File: src/rtl/imem_loader_pkg.sv
// Shared types and constants for the instruction-memory loader.
package imem_loader_pkg;

    // Loader FSM encoding; values are fixed so state dumps read consistently.
    typedef enum logic [1:0] {
        IDLE  = 2'd0,
        RECV  = 2'd1,
        WRITE = 2'd2,
        DONE  = 2'd3
    } state_e;

    localparam int unsigned BYTES_PER_WORD = 4;
    localparam logic [31:0] END_SENTINEL   = 32'h0000_0000;

    // Byte address of a word index (words are 4-byte aligned).
    function automatic logic [31:0] word_addr(input logic [31:0] idx);
        return idx << 2;
    endfunction

endpackage

File: src/rtl/imem_word_assembler.sv
// Shifts incoming bytes into a little-endian 32-bit word.
// word_ready pulses combinationally in the cycle the last byte of a word is
// accepted; word_next is the word including that byte.
module imem_word_assembler
    import imem_loader_pkg::*;
(
    input  logic        clk,
    input  logic        reset,
    input  logic        clear,
    input  logic        accept,
    input  logic [7:0]  in_data,
    output logic [31:0] word_next,
    output logic        word_ready
);

    localparam int unsigned CNT_W = $clog2(BYTES_PER_WORD);

    logic [CNT_W-1:0] byte_cnt_q, byte_cnt_d;
    logic [31:0]      word_q, word_d;

    // Place each accepted byte in its lane; the counter wraps after the last lane.
    always_comb begin
        byte_cnt_d = byte_cnt_q;
        word_d     = word_q;
        word_ready = 1'b0;
        if (clear) begin
            byte_cnt_d = '0;
        end else if (accept) begin
            word_d[{byte_cnt_q, 3'b000} +: 8] = in_data;
            byte_cnt_d = byte_cnt_q + 1'b1;
            word_ready = (byte_cnt_q == CNT_W'(BYTES_PER_WORD - 1));
        end
    end

    // Byte counter and word register.
    always_ff @(posedge clk) begin
        if (reset) begin
            byte_cnt_q <= '0;
            word_q     <= '0;
        end else begin
            byte_cnt_q <= byte_cnt_d;
            word_q     <= word_d;
        end
    end

    assign word_next = word_d;

endmodule

File: src/rtl/imem_loader.sv
// Loads a byte stream into instruction memory as little-endian words at
// addresses 0,4,8,... while holding the CPU in reset. Loading stops after the
// all-zero sentinel word is written or after word index TAM is written.
// Optional: define IMEM_LOADER_CHECKSUM_EN for a running 32-bit word sum.
//
// Byte handshake: a byte is transferred on a rising clk edge where
// in_valid && in_ready; in_ready is high only in RECV, and the producer must
// hold in_data stable while in_valid is high and in_ready is low.
module imem_loader
    import imem_loader_pkg::*;
#(
    parameter int unsigned TAM = 4
) (
    input  logic        clk,
    input  logic        reset,
    input  logic        start,
    input  logic        in_valid,
    input  logic [7:0]  in_data,
    output logic        in_ready,
    output logic        wr_en,
    output logic [31:0] wr_addr,
    output logic [31:0] wr_data,
    output logic        busy,
    output logic        done,
    output logic        full,
    output logic        cpu_hold,
    output logic [31:0] checksum
);

    localparam int unsigned IDX_W = (TAM > 0) ? $clog2(TAM + 1) : 1;

    state_e           state_q, state_d;
    logic [IDX_W-1:0] word_idx_q, word_idx_d;
    logic             full_q, full_d;
    logic             wr_en_q, wr_en_d;
    logic [31:0]      wr_addr_q, wr_addr_d;
    logic [31:0]      wr_data_q, wr_data_d;

    logic             launch;
    logic             accept;
    logic             word_ready;
    logic [31:0]      word_next;

    // A start is only honoured when no load is in progress.
    assign launch   = start && ((state_q == IDLE) || (state_q == DONE));
    assign in_ready = (state_q == RECV);
    assign accept   = in_valid && in_ready;

    imem_word_assembler u_asm (
        .clk        (clk),
        .reset      (reset),
        .clear      (launch),
        .accept     (accept),
        .in_data    (in_data),
        .word_next  (word_next),
        .word_ready (word_ready)
    );

    // Next-state logic; the write strobe, address and data are registered so
    // they appear in the single WRITE cycle after the last byte.
    always_comb begin
        state_d    = state_q;
        word_idx_d = word_idx_q;
        full_d     = full_q;
        wr_en_d    = 1'b0;
        wr_addr_d  = wr_addr_q;
        wr_data_d  = wr_data_q;
        case (state_q)
            IDLE, DONE: begin
                if (start) begin
                    state_d    = RECV;
                    word_idx_d = '0;
                    full_d     = 1'b0;
                end
            end
            RECV: begin
                if (word_ready) begin
                    state_d   = WRITE;
                    wr_en_d   = 1'b1;
                    wr_addr_d = word_addr(32'(word_idx_q));
                    wr_data_d = word_next;
                end
            end
            WRITE: begin
                if (wr_data_q == END_SENTINEL) begin
                    state_d = DONE;
                end else if (word_idx_q == IDX_W'(TAM)) begin
                    state_d = DONE;
                    full_d  = 1'b1;
                end else begin
                    state_d    = RECV;
                    word_idx_d = word_idx_q + 1'b1;
                end
            end
            default: state_d = IDLE;
        endcase
    end

    // State and output registers.
    always_ff @(posedge clk) begin
        if (reset) begin
            state_q    <= IDLE;
            word_idx_q <= '0;
            full_q     <= 1'b0;
            wr_en_q    <= 1'b0;
            wr_addr_q  <= '0;
            wr_data_q  <= '0;
        end else begin
            state_q    <= state_d;
            word_idx_q <= word_idx_d;
            full_q     <= full_d;
            wr_en_q    <= wr_en_d;
            wr_addr_q  <= wr_addr_d;
            wr_data_q  <= wr_data_d;
        end
    end

`ifdef IMEM_LOADER_CHECKSUM_EN
    logic [31:0] checksum_q, checksum_d;

    // Sum every written word, sentinel included; cleared when a load starts.
    always_comb begin
        checksum_d = checksum_q;
        if (launch) begin
            checksum_d = '0;
        end else if (state_q == WRITE) begin
            checksum_d = checksum_q + wr_data_q;
        end
    end

    // Checksum register.
    always_ff @(posedge clk) begin
        if (reset) begin
            checksum_q <= '0;
        end else begin
            checksum_q <= checksum_d;
        end
    end

    assign checksum = checksum_q;
`else
    assign checksum = '0;
`endif

    // A reset arriving during WRITE must not let the strobe through.
    assign wr_en    = wr_en_q && !reset;
    assign wr_addr  = wr_addr_q;
    assign wr_data  = wr_data_q;
    assign busy     = (state_q == RECV) || (state_q == WRITE);
    assign done     = (state_q == DONE);
    assign full     = full_q;
    assign cpu_hold = (state_q != DONE);

endmodule

File: config.mk
export PLATFORM = sky130hd
export DESIGN_NAME = imem_loader
export DESIGN_NICKNAME = d
export VERILOG_FILES = /design/src/rtl/imem_loader_pkg.sv /design/src/rtl/imem_word_assembler.sv /design/src/rtl/imem_loader.sv
export SDC_FILE = /design/constraint.sdc
export NUM_CORES = 1
export LEC_CHECK = 0
export BUFFER_PORTS_ARGS = -buffer_cell sky130_fd_sc_hd__buf_2
export CORE_ASPECT_RATIO = 2
export CORE_MARGIN = 1.5
export CORE_UTILIZATION = 25
export DETAILED_ROUTE_END_ITERATION = 7
export HOLD_SLACK_MARGIN = 0.02
export SLEW_MARGIN = 15
export SYNTH_ARGS = -nofsm -noshare
export SYNTH_HDL_FRONTEND = slang
export SYNTH_SLANG_ARGS = --single-unit
File: constraint.sdc
create_clock -name clk -period 2.09 [get_ports clk]
set_input_delay 0.418 -clock clk [delete_from_list [all_inputs] [get_ports clk]]
set_output_delay 0.418 -clock clk [all_outputs]
set_load 0.05 [all_outputs]
Yosys cells after proc, flatten, opt, wreduce, memory -nomap -nowiden. Cells that the tools add are included.

Flip-flop bits (word level): 76. Input bits: 12. Word-level logic and storage cells: 60.

Add/subtract/negate cells: 3. Equal/unequal tests: 11. Shift-type cells: 2. Mux-type cells: 19. Bitwise gates (word level): 1. Reductions and logical operators: 16.

Operator list (number): 32-bit two-way mux (2); 32-bit bitwise mux (1); 32-bit zero test (1); 8-bit by 7-bit variable shift with 32-bit output (first input constant) (1); 8-bit by 7-bit variable part select with 32-bit output (1); 2-bit != test (second input constant) (5); 3-bit two-way mux (3); 2-bit two-way mux (4); 4-bit AND reduction (2); 5-bit negator with 7-bit output (1); 2-bit == test (second input constant) (3); 1-bit two-way mux (6); 2-bit one-hot mux with 3 select lines (1); 3-bit one-hot mux with 2 select lines (1); 2-bit OR reduction (3); 2-bit AND reduction (2); 3-bit by 1-bit adder with 3-bit output (second input constant) (1); 3-bit == test (second input constant) (1); 1-bit logical AND (3); 2-bit by 1-bit adder with 2-bit output (second input constant) (1); 2-bit by 1-bit == test with 1-bit output (second input constant) (1); 2-bit zero test (1); 1-bit logical OR (2); 2-bit by 1-bit != test with 1-bit output (second input constant) (1); other kinds (4) (4).

Logic depth before layout (Yosys ltp). Gate-level depths: netlist (run 1).

Depth in word-level cells: 6. Depth in mapped cells: 9. Depth with buffers taken out: 7.

Cells and area by module. From an unflattened synthesis (run 1), not the netlist that was laid out.

Cells, all modules: 478. Area, all modules: 3757.4 sq um.

By module, submodules not included: imem_loader (times used 1, cells each 281, area each 2159.6 sq um, sequential area each 840.8 sq um); imem_word_assembler (times used 1, cells each 197, area each 1597.8 sq um, sequential area each 680.7 sq um).

Worst setup path after synthesis (run 1). No wires, ideal clock.

Path kind: flip-flop to flip-flop. Start: reg state_q[1]. End: reg wr_data_q[11], in the netlist wr_data[11]. Arrival time: 1.911 ns. Required time: 2.004 ns. Setup slack: 0.093 ns. Stages on the path, launching flop included: 10. Path buffers: 3. Period minus slack after synthesis: 1.997 ns. Cell sequence: dfxtp_1 inv_1 ha_1 and2_1 buf_6 and3_1 buf_2 buf_4 nor2_1 a211oi_1.

Longest elaborated chain between the ends: 5.

RTL lines: start, declared (line imem_loader.sv:32) `state_e state_q, state_d;`; start signal, assigned (line imem_loader.sv:109) `state_q <= state_d;`; 2-bit by 1-bit == test with 1-bit output (*) (line imem_loader.sv:46) `assign in_ready = (state_q == RECV);`; via in_ready (line imem_loader.sv:19) `output logic in_ready,`; 1-bit logical AND (line imem_loader.sv:47) `assign accept = in_valid && in_ready;`; 1-bit two-way mux (line imem_word_assembler.sv:28) `end else if (accept) begin`; 1-bit two-way mux (line imem_word_assembler.sv:26) `if (clear) begin`; 2-bit AND reduction (no line); end signal, assigned (line imem_loader.sv:114) `wr_data_q <= wr_data_d;`; end, declared (line imem_loader.sv:37) `logic [31:0] wr_data_q, wr_data_d;`.

The timed path passes the listed nets; every way through them passes the cells marked *. A chain may end at the register's enable or synchronous reset.

Worst setup path in the final report (run 1).
Start: reg state_q[0]. End: reg wr_data_q[7], in the netlist wr_data[7].

Longest elaborated chain between the ends: 5.

RTL lines (line): 2-bit by 1-bit == test with 1-bit output (tied with other cells) (imem_loader.sv:46, imem_loader.sv:68); 1-bit logical AND or 1-bit logical OR (tied branches) (imem_loader.sv:47, imem_loader.sv:45); 1-bit two-way mux or 1-bit logical AND (tied branches) (imem_word_assembler.sv:28, imem_loader.sv:45); 1-bit two-way mux (imem_word_assembler.sv:26); 2-bit AND reduction (no line).

Parallel ways exist; a longest one is shown, timed or not.

==> results of run 1 <==
## timing repair
item                                    CTS  global route
endpoints found under the setup margin    3            21
gates resized for setup                   1             6
pin swaps                                 0             0
## stage by stage
step | std cells | total power [mW] | hold slack [ns] | utilization (%)
after floorplan | 443 | 1.877 | 0.4448 | -
after global placement | 577 | 1.867 | 0.4468 | 27.10
after detailed placement | 577 | 1.876 | 0.4469 | 27.10
after CTS | 592 | 3.367 | 0.3684 | 29.42
after global routing | 592 | 3.463 | 0.3832 | 29.65
final | 592 | 3.354 | 0.3725 | 29.65
## Yosys cell counts, drive strengths merged
master / n
o21ai: 5
or3: 3
ha: 10
clkbuf: 11
nand3: 5
nor4: 7
o211ai: 1
conb: 1
nor2b: 3
nor2: 57
nand4: 2
nand2b: 1
and3: 19
a21oi: 33
a22oi: 6
or2: 2
mux2i: 1
a211oi: 24
dfxtp: 68
inv: 8
a211o: 1
o32ai: 1
nor4b: 2
xnor2: 1
buf: 70
a311oi: 1
o41ai: 2
nand2: 30
and2: 2
nor3: 6
## cell families after synthesis
kind of cell	Yosys count	synth area share (%)
compound gates	74	14.25
xor+xnor	1	0.2674
fa+ha+maj	10	3.820
buf+inv	89	17.95
flops	68	41.56
mux	1	0.3056
other cells	1	0.1145
simple gates	139	21.73
## layout make-up
cell class	count	area, sq um	area share, %
inverters	8	30.03	0.7841
well taps	152	190.2	4.966
clock inverters	3	47.55	1.241
multi-input cells	286	1587	41.42
repair buffers	63	367.9	9.605
clock buffers	12	246.5	6.436
flip-flops and latches	68	1361	35.54
## worst max-delay path, stage by stage (launching register included)
cell and delay [ns]:
dfxtp_1 0.37, inv_1 0.06, ha_1 0.35, and2_1 0.21
nor2_1 0.19, nand2_1 0.27, a21oi_2 0.30, a211oi_1 0.10
## final timing paths
path | cells past startpoint | endpoint | slack (ns)
min reg2reg | 2 | wr_addr[3]$_SDFFE_PP0P_ | 0.45
max reg2reg | 7 | wr_data[7]$_SDFFE_PP0P_ | 0.11
min | 3 | wr_data[31]$_SDFFE_PP0P_ | 0.37
max | 7 | wr_data[7]$_SDFFE_PP0P_ | 0.11
## where the power goes
part	total, mW	switching [mW]	internal [mW]
Sequential	1.33	0.0118	1.31
Combinational	0.531	0.442	0.0890
Clock	1.50	0.542	0.954
Total	3.35	0.997	2.36
## state kept, by name (all words and copies together) (netlist names)
register	flops
wr_en_q	1
u_asm.byte_cnt_q	2
wr_data	32
wr_addr	3
word_idx_q	3
u_asm.word_q	24
state_q	2
full	1
## per-layer routing
metal / up-vias / track usage, %
li1: 1287 / -
met1: 1239 / 11.82
met2: 106 / 23.86
met3: 11 / 2.249
met4: 0 / 5.291
met5: - / 0
==> summary.txt, run 1 <==
Job
  – Max-Cap Viols: 0

Place
  – Placed cell areas: 3501 sq um
  – PortBufs: 52
  – Final GP Congestion: 0.8607
  – DP HPWL: 6.716 mm
  – Worst slack, placed: 0.004568 ns

GRT
  – First-pass GRT wire length: 12.64 mm
  – Initial antenna violation count: 0
  – Vias in the first global route: 2408
  – Final global-route overflow total: 0
  – Largest net degree at the start of global routing: 47
  – Global Route Usage Sum: 12.01%

STA
  – Relative slew slack: 63.63%
  – Max Transition Viols Final: 0
  – Final Setup Violations: 0
  – Fmax: 505.0 MHz
  – Tightest Pin Transition: 0.5405 ns
  – Setup WS post-layout: 0.1099 ns
  – Layout Skew: 0.007440 ns
  – Tmin final: 1.980 ns
  – Post-route setup TNS: 0 ns
  – RSZ-0062 raised after global routing: yes
  – Final Cycle Share: 94.74%
  – Fin. Hold Viols: 0

Drt
  – WL/cell: 14.32 microns
  – Vias per cell: 4.465
  – Total wire length: 8.476 mm
  – Vias: 2643
  – Number of routed nets with antenna violations: 0
  – Metal2 WL: 4.750 mm
  – WL met1: 3.165 mm
  – WL met3: 371 microns
  – Top Metal Used: met4
  – DR iter-0 viols: 116
  – DRC: 0
  – Initial DRT Pass Iterations: 4

Yosys
  – Top-area cell type share of the netlist area: 41.56%
  – Synth area leaders: dfxtp_1 (42%), buf_4 (15%), nor2_1 (6.5%)
  – Seq cells post-synth: 68
  – Synth Instances: 383
  – Avg Inst Size Synth: 8.553 sq um
  – Syn. warnings: 0
  – Area leader, netlist: dfxtp_1
  – Netlist Area Pre-Place: 3276 sq um
  – Unique masters post-synth: 38
  – Seq/Total Area, Yosys: 41.56%

Floorplanning
  – Total Die Area: 13840 sq um
  – Die Wd: 83.94 microns
  – Core area: 12920 sq um
  – Die H: 164.9 microns
  – Initial core utilization: 25.36%
  – # IOs: 114
  – # rows: 59

Power and ir drop
  – Power per cell area: 875.7 nW/um^2
  – Max VDD drop: 0.4224 mV
  – P_leak: 1.670 nW

Cells and area
  – NumNets Final: 458
  – Area Overhead vs Synth: 16.92%
  – Filler cells: 1342
  – Most frequent cells in the layout: dfxtp_1 (68), conb_1 (61), nor2_1 (57)
  – Ant. Diodes: 0
  – Post-Layout Inst Area: 3830 sq um
  – Share of layout cells above drive strength 1: 20.68%
  – Commonest non-fill, non-tap cell in the layout: dfxtp_1

Critical path
  – Worst path arrival time: 2.18 ns
  – Startpoint types: flop
  – Crit path max fanout: 8
  – CP Data Required Time: 2.29 ns
  – Setup Crit Path Kind: flop to flop
  – CP startpoint: state_q[0]$_SDFFE_PP0P_
  – Critical Path Sink Type: flop
  – Reg-to-Reg Start: state_q[0]$_SDFFE_PP0P_

Min path
  – Hold Crit Start: in_data[7]
  – Worst min-delay path class: primary input to flop

Clocking
  – Worst-path clk slew: 0.06 ns
  – H-tree levels: 3
  – Clk root buf: clkbuf_16
  – TritonCTS Buffers: 9
  – Skew-Pair Late Insertion Delay: 0.33 ns
  – Post-cts hold buffer count: 0
  – # clock sinks: 68
  – Post-CTS Setup Inserts: 0
  – CTS tree: built
  – CTS Buffer Depth: 2

Outcome
  – Status: finished clean
Power figures use the tool's default switching activity.
==> inputs of run 2 (changes only) <==
--- a/config.mk
+++ b/config.mk
@@ -8,9 +8,10 @@
 export BUFFER_PORTS_ARGS = -buffer_cell sky130_fd_sc_hd__buf_2
 export CORE_ASPECT_RATIO = 2
 export CORE_MARGIN = 1.5
-export CORE_UTILIZATION = 25
+export CORE_UTILIZATION = 50
 export DETAILED_ROUTE_END_ITERATION = 7
 export HOLD_SLACK_MARGIN = 0.02
+export PLACE_DENSITY = 0.8
 export SLEW_MARGIN = 15
 export SYNTH_ARGS = -nofsm -noshare
 export SYNTH_HDL_FRONTEND = slang
==> summary.txt, run 2 (synthesized netlist as in run 1, its figures left out) <==
Outcome
  – Status: finished clean (unchanged)

Place
  – Final GP Congestion: 0.8126 (was 0.8607)
  – Worst slack, placed: 0.1023 ns (was 0.004568 ns)
  – DP HPWL: 5.410 mm (was 6.716 mm)
  – PortBufs: 52 (unchanged)

Drt
  – Number of routed nets with antenna violations: 0 (unchanged)
  – DR iter-0 viols: 105 (was 116)
  – Total wire length: 7.362 mm (was 8.476 mm)
  – WL/cell: 14.02 microns (was 14.32 microns)
  – DRC: 0 (unchanged)
  – Vias per cell: 5.093 (was 4.465)
  – Vias: 2674 (was 2643)
  – Initial DRT Pass Iterations: 4 (unchanged)

Critical path
  – Reg-to-Reg Start: state_q[0]$_SDFFE_PP0P_ (unchanged)
  – Crit path max fanout: 8 (unchanged)
  – CP Data Required Time: 2.30 ns (was 2.29 ns)
  – Startpoint types: flop (unchanged)
  – Crit path largest cell delay: 0.38 ns (was 0.37 ns)
  – Crit path depth: 7 (unchanged)
  – CP bufs+invs: 1 (unchanged)
  – Cell family with most CP delay: simple AND/OR/NAND/NOR gates (unchanged)
  – CP startpoint: state_q[0]$_SDFFE_PP0P_ (unchanged)
  – Setup Crit Path Kind: flop to flop (unchanged)
  – CP endpoint: wr_data[18]$_SDFFE_PP0P_ (was wr_data[7]$_SDFFE_PP0P_)
  – FF-to-FF setup slack: 0.11 ns (about the same)
  – Reg-to-Reg End: wr_data[18]$_SDFFE_PP0P_ (was wr_data[7]$_SDFFE_PP0P_)
  – CP max stage cell: dfxtp_1 (unchanged)
  – Reg2reg path depth: 7 (unchanged)
  – Worst path arrival time: 2.19 ns (was 2.18 ns)
  – Critical Path Sink Type: flop (unchanged)
  – Crit-path cells: inv_1 > ha_1 > and2_1 > nor2_1 > nand2_1 > a21oi_1 > a211oi_1 (was inv_1 > ha_1 > and2_1 > nor2_1 > nand2_1 > a21oi_2 > a211oi_1)

Clocking
  – CTS Buffer Depth: 2 (unchanged)
  – Post-CTS Setup Inserts: 0 (unchanged)
  – Worst-path clk slew: 0.05 ns (was 0.06 ns)
  – Skew-Pair Late Insertion Delay: 0.34 ns (was 0.33 ns)
  – CTS tree: built (unchanged)
  – TritonCTS Buffers: 9 (unchanged)
  – Clk root buf: clkbuf_16 (unchanged)
  – H-tree levels: 3 (unchanged)
  – Post-cts hold buffer count: 0 (unchanged)
  – # clock sinks: 68 (unchanged)

Cells and area
  – Area Overhead vs Synth: 13.45% (was 16.92%)
  – Commonest non-fill, non-tap cell in the layout: dfxtp_1 (unchanged)
  – Filler cells: 604 (was 1342)
  – Ant. Diodes: 0 (unchanged)
  – Share of layout cells above drive strength 1: 20.50% (was 20.68%)
  – Most frequent cells in the layout: dfxtp_1 (68), conb_1 (61), nor2_1 (57) (unchanged)
  – FF/Latch Area: 1361 sq um (unchanged)
  – Post-Route Utilization: 58.89% (was 29.65%)
  – Multi-input gate area: 1563 sq um (was 1587 sq um)
  – Max reg flops: 32 (unchanged)
  – NumNets Final: 457 (was 458)

Floorplanning
  – Die Wd: 60.24 microns (was 83.94 microns)
  – Core area: 6310 sq um (was 12920 sq um)
  – # IOs: 114 (unchanged)
  – Total Die Area: 7076 sq um (was 13840 sq um)
  – # rows: 41 (was 59)
  – Die H: 117.5 microns (was 164.9 microns)
  – Initial core utilization: 51.91% (was 25.36%)

Power and ir drop
  – Switching power: 0.9759 mW (was 0.9965 mW)
  – Switching Fraction: 28.62% (was 29.71%)
  – Max VDD drop: 0.6592 mV (was 0.4224 mV)
  – Cell Int Power: 2.434 mW (was 2.358 mW)
  – Sequential share of power: 38.9% (was 39.6%)
  – Power share of the clock group: 45.9% (was 44.6%)
  – Comb power frac: 15.2% (was 15.8%)
  – Power per cell area: 917.6 nW/um^2 (was 875.7 nW/um^2)
  – P_leak: 1.669 nW (was 1.670 nW)

GRT
  – First-pass GRT wire length: 11.51 mm (was 12.64 mm)
  – Largest net degree at the start of global routing: 52 (was 47)
  – Vias in the first global route: 2469 (was 2408)
  – Global Route Usage Sum: 22.00% (was 12.01%)
  – Initial antenna violation count: 0 (unchanged)
  – Final global-route overflow total: 0 (unchanged)

Min path
  – Worst min-delay path class: primary input to flop (unchanged)
  – Worst Hold Path Cells: 3 (unchanged)

STA
  – Final Cycle Share: 94.81% (was 94.74%)
  – Final Setup Violations: 0 (unchanged)
  – Max Transition Viols Final: 0 (unchanged)
  – Fin. Hold Viols: 0 (unchanged)
  – RSZ-0062 raised after global routing: yes (unchanged)
  – Fmax: 504.7 MHz (was 505.0 MHz)
  – Layout Skew: 0.007389 ns (was 0.007440 ns)
  – Post-route setup TNS: 0 ns (unchanged)
  – Setup WS post-layout: 0.1085 ns (was 0.1099 ns)
  – Final hold slack: 0.3736 ns (was 0.3725 ns)
  – Tmin final: 1.981 ns (was 1.980 ns)

Job
  – Max-Cap Viols: 0 (unchanged)
## run 2: cell types whose count changed in the layout (fill, tap and decap cells not counted), sizes merged
cell	previous run	this run
clkbuf	12	10
buf	63	62
bufinv	1	2
clkinvlp	0	1
## run 2: per-stage QoR
| step | instance area [sq um] | total power, mW | instances |
|---|---|---|---|
| floorplan | 3501 | 1.877 | 443 |
| global placement | 3398 | 1.859 | 510 |
| detailed placement | 3398 | 1.864 | 510 |
| CTS | 3705 | 3.427 | 525 |
| global route | 3716 | 3.517 | 525 |
| finish | 3716 | 3.410 | 525 |
## run 2: power groups by stage
| stage | sequential, mW | combinational (mW) | clock, mW |
|---|---|---|---|
| finish | 1.33 | 0.518 | 1.57 |
| global route | 1.33 | 0.553 | 1.64 |
| detailed placement | 1.35 | 0.511 | 0 |
| CTS | 1.33 | 0.512 | 1.59 |
| global placement | 1.35 | 0.506 | 0 |
| floorplan | 1.35 | 0.523 | 0 |
## run 2: layer usage
layer	vias up	GRT usage [%]	wire, microns
met4	0	11.39	167
li1	1292	-	-
met1	1238	24.52	2716
met5	-	0	0
met2	129	36.68	3994
met3	15	5.604	483
## run 2: worst min path at each step
stage | from | endpoint | slack [ns]
final | in_data[7] | wr_data[31]$_SDFFE_PP0P_ | 0.37
after detailed placement | wr_addr[2]$_SDFFE_PP0P_ | wr_addr[2]$_SDFFE_PP0P_ | 0.45
after global placement | wr_addr[2]$_SDFFE_PP0P_ | wr_addr[2]$_SDFFE_PP0P_ | 0.45
after floorplan | u_asm.word_q[16]$_SDFF_PP0_ | u_asm.word_q[16]$_SDFF_PP0_ | 0.44
after CTS | in_data[5] | wr_data[29]$_SDFFE_PP0P_ | 0.36
after global routing | in_data[7] | wr_data[31]$_SDFFE_PP0P_ | 0.37
## run 2: final cells by class
cell class,count,area share [%]
inverter,8,0.8081
tap,86,2.896
timing repair buffer,62,9.360
clock buffer,10,6.162
clock inverter,5,2.088
multi-input combinational,286,42.05
sequential,68,36.63
## run 2: timing repair
item / in CTS / in global routing
gates resized for setup: 0 / 4
endpoints found under the setup margin: 0 / 13
hold endpoints to repair: 0 / 0
## run 2: tightest hold or removal path: cells and delay by family
family | cells | cell delay (ns)
compound gates | 1 | 0.05
simple gates | 1 | 0.06
buf+inv | 1 | 0.13
==> inputs of run 3 (changes only) <==
--- a/config.mk
+++ b/config.mk
@@ -8,11 +8,12 @@
 export BUFFER_PORTS_ARGS = -buffer_cell sky130_fd_sc_hd__buf_2
 export CORE_ASPECT_RATIO = 2
 export CORE_MARGIN = 1.5
-export CORE_UTILIZATION = 50
+export CORE_UTILIZATION = 52
 export DETAILED_ROUTE_END_ITERATION = 7
 export HOLD_SLACK_MARGIN = 0.02
-export PLACE_DENSITY = 0.8
+export PLACE_DENSITY = 0.81
 export SLEW_MARGIN = 15
 export SYNTH_ARGS = -nofsm -noshare
 export SYNTH_HDL_FRONTEND = slang
+export SYNTH_HIERARCHICAL = 1
 export SYNTH_SLANG_ARGS = --single-unit
==> summary.txt, run 3 <==
Outcome
  – Status: finished clean (unchanged)

Yosys
  – Top_reg_cell synth: dfxtp_1 (unchanged)
  – Synth Instances: 478 (was 383)
  – Async set-reset flop share out of synthesis: 0% (unchanged)
  – Syn. warnings: 6 (was 0)
  – Seq/Total Area, Yosys: 40.49% (was 41.56%)
  – EDFF count, synth: 0 (unchanged)
  – Synth area leaders: dfxtp_1 (40%), nand2_1 (13%), buf_4 (13%) (was dfxtp_1 (42%), buf_4 (15%), nor2_1 (6.5%))
  – Synth top cells by count: nand2_1 (133), dfxtp_1 (76), a21oi_1 (64), buf_4 (64), nand4_1 (25) (was dfxtp_1 (68), buf_4 (64), nor2_1 (57))
  – Seq cells post-synth: 76 (was 68)
  – Top-area cell type share of the netlist area: 40.49% (was 41.56%)
  – Most common cell in the netlist: nand2_1 (was dfxtp_1)
  – Area leader, netlist: dfxtp_1 (unchanged)
  – Unique masters post-synth: 38 (unchanged)
  – Avg Inst Size Synth: 7.861 sq um (was 8.553 sq um)
  – Netlist Area Pre-Place: 3757 sq um (was 3276 sq um)

Critical path
  – Worst path arrival time: 2.29 ns (was 2.19 ns)
  – Critical Path Sink Type: flop (unchanged)
  – Crit path max fanout: 8 (unchanged)
  – Crit-path cells: inv_1 > ha_1 > nand2_1 > inv_1 > nand3b_1 > buf_4 > or3_1 > nand2_1 > nand2_1 > a21oi_1 (was inv_1 > ha_1 > and2_1 > nor2_1 > nand2_1 > a21oi_1 > a211oi_1)
  – Reg-to-Reg Start: state_q[0]$_SDFFE_PP0P_ (unchanged)
  – CP Data Required Time: 2.36 ns (was 2.30 ns)
  – CP max stage cell: or3_1 (was dfxtp_1)
  – FF-to-FF setup slack: 0.06 ns (was 0.11 ns)
  – CP startpoint: state_q[0]$_SDFFE_PP0P_ (unchanged)
  – Setup Crit Path Kind: flop to flop (unchanged)
  – Crit path largest cell delay: 0.37 ns (was 0.38 ns)
  – Reg-to-Reg End: wr_data[8]$_SDFFE_PP0P_ (was wr_data[18]$_SDFFE_PP0P_)
  – Reg2reg path depth: 10 (was 7)
  – CP endpoint: wr_data[8]$_SDFFE_PP0P_ (was wr_data[18]$_SDFFE_PP0P_)
  – Top cell by count, worst path: nand2_1
  – Startpoint types: flop (unchanged)

Drt
  – DR iter-0 viols: 197 (was 105)
  – Number of routed nets with antenna violations: 0 (unchanged)
  – Vias per cell: 5.272 (was 5.093)
  – DRC: 0 (unchanged)
  – Total wire length: 8.912 mm (was 7.362 mm)
  – WL/cell: 14.10 microns (was 14.02 microns)
  – Vias: 3332 (was 2674)
  – Initial DRT Pass Iterations: 4 (unchanged)

Cells and area
  – Ant. Diodes: 0 (unchanged)
  – Post-Route Utilization: 62.81% (was 58.89%)
  – Most frequent cells in the layout: nand2_1 (133), dfxtp_1 (75), a21oi_1 (64) (was dfxtp_1 (68), conb_1 (61), nor2_1 (57))
  – Non-filler cells, final: 632 (was 525)
  – Commonest non-fill, non-tap cell in the layout: nand2_1 (was dfxtp_1)
  – Area Overhead vs Synth: 16.02% (was 13.45%)
  – NumNets Final: 560 (was 457)
  – Share of layout cells above drive strength 1: 19.56% (was 20.50%)
  – Post-Layout Inst Area: 4359 sq um (was 3716 sq um)

GRT
  – Final global-route overflow total: 0 (unchanged)
  – Initial antenna violation count: 0 (unchanged)
  – Vias in the first global route: 2912 (was 2469)
  – Largest net degree at the start of global routing: 77 (was 52)
  – First-pass GRT wire length: 13.54 mm (was 11.51 mm)
  – Global Route Usage Sum: 22.36% (was 22.00%)

Power and ir drop
  – P_leak: 2.006 nW (was 1.669 nW)
  – Power per cell area: 911.4 nW/um^2 (was 917.6 nW/um^2)
  – Total Power: 3.973 mW (was 3.410 mW)
  – Max VDD drop: 0.4527 mV (was 0.6592 mV)

Clocking
  – Worst-path clk slew: 0.06 ns (was 0.05 ns)
  – TritonCTS Buffers: 9 (unchanged)
  – Clk root buf: clkbuf_16 (unchanged)
  – Skew-Pair Late Insertion Delay: 0.33 ns (was 0.34 ns)
  – # clock sinks: 76 (was 68)
  – CTS tree: built (unchanged)
  – H-tree levels: 3 (unchanged)
  – CTS Buffer Depth: 2 (unchanged)

Place
  – Final GP Congestion: 0.8595 (was 0.8126)
  – PortBufs: 52 (unchanged)
  – Placed cell areas: 3955 sq um (was 3398 sq um)
  – DP HPWL: 6.101 mm (was 5.410 mm)
  – Inst Count DP: 611 (was 510)

STA
  – Layout Skew: 0.005819 ns (was 0.007389 ns)
  – Max Transition Viols Final: 0 (unchanged)
  – Fin. Hold Viols: 0 (unchanged)
  – Fmax: 493.8 MHz (was 504.7 MHz)
  – Final Cycle Share: 96.89% (was 94.81%)
  – Final Setup Violations: 0 (unchanged)
  – Tmin final: 2.025 ns (was 1.981 ns)

Job
  – Max-Cap Viols: 0 (unchanged)

Floorplanning
  – Total Die Area: 7775 sq um (was 7076 sq um)
  – # rows: 43 (was 41)
  – Die H: 123.2 microns (was 117.5 microns)
  – Die Wd: 63.11 microns (was 60.24 microns)
  – # IOs: 114 (unchanged)
  – Initial core utilization: 54.14% (was 51.91%)
  – Core area: 6940 sq um (was 6310 sq um)

Min path
  – Worst min-delay path class: primary input to flop (unchanged)
==> run 3: cell count changes after synthesis, moves of 6 or more <==
cell	previous run	this run
nand2_1	30	133
nor2_1	57	9
a21oi_1	33	64
nand4_1	2	25
a211oi_1	24	2
and3_1	18	0
inv_1	8	18
dfxtp_1	68	76
a22oi_1	6	0
clkbuf_1	11	17
==> run 3: cells by family after synthesis <==
kind of cell	count (synthesis)	share of synthesized area [%]
AOI/OAI and AO/OA	80	11.95
other	1	0.09980
adders and majority gates	11	3.663
and+or+nand+nor	203	25.87
xor gates and xnor gates	1	0.2331
muxes	1	0.2664
DFF	76	40.49
buffers and inverters	105	17.42
==> run 3: final cells by class <==
cell class	count	area, sq um
clock buffers	10	239.0
clock inverters	6	87.58
fillers	598	2581
inverters	18	67.56
multi-input cells	357	1842
flip-flops and latches	76	1523
well taps	90	112.6
repair buffers	75	488.0
==> run 3: per-layer routing <==
layer	up-vias	share of wire, %	wire (microns)	GRT usage, %
met2	152	53	4706	40.63
met4	0	4.7	416	13.61
met3	30	5.7	509	4.004
met5	-	0	0	0
li1	1601	-	-	-
met1	1549	37	3279	23.64
==> run 3: per-stage QoR <==
step                      hold slack [ns]  setup TNS (ns)  setup slack, ns
final                              0.4391               0          0.06491
after global routing               0.4366        -0.04246         -0.02410
after CTS                          0.4240               0         0.002098
after detailed placement           0.4506               0          0.01340
after global placement             0.4409               0           0.1197
after floorplan                    0.4396               0          0.04616
==> run 3: worst min-delay path by stage <==
stage                                    start  depth (start not counted)                           to  slack (ns)
CTS                                 in_data[4]                          3  u_asm/word_q[12]$_SDFF_PP0_        0.42
global route                        in_data[4]                          3  u_asm/word_q[12]$_SDFF_PP0_        0.44
detailed placement     wr_addr[2]$_SDFFE_PP0P_                          2      wr_addr[2]$_SDFFE_PP0P_        0.45
finish                              in_data[6]                          3  u_asm/word_q[22]$_SDFF_PP0_        0.44
floorplan           u_asm/word_q[8]$_SDFF_PP0_                          2   u_asm/word_q[8]$_SDFF_PP0_        0.44
global placement       wr_addr[2]$_SDFFE_PP0P_                          2      wr_addr[2]$_SDFFE_PP0P_        0.44
==> run 3: repair_timing <==
| item | CTS | global route |
|---|---|---|
| endpoints found under the setup margin | 0 | 18 |
| hold endpoints to repair | 0 | 0 |
| setup buffers | 0 | 4 |
| resized for setup | 0 | 6 |
| hold buffers | 0 | 0 |
==> run 3: report_power, final <==
group | internal, mW | switching, mW
clock network | 1.08 | 0.600
logic | 0.202 | 0.603
registers | 1.48 | 0.0120
==> run 3: worst max-delay path: cells and delay by family, from the launching register on <==
kind	cells	cell delay (ns)
adder cells (fa/ha/maj)	1	0.30
flip-flops	1	0.32
AND/OR/NAND/NOR	5	0.87
AO/OA/AOI/OAI	1	0.10
buffers and inverters	3	0.38
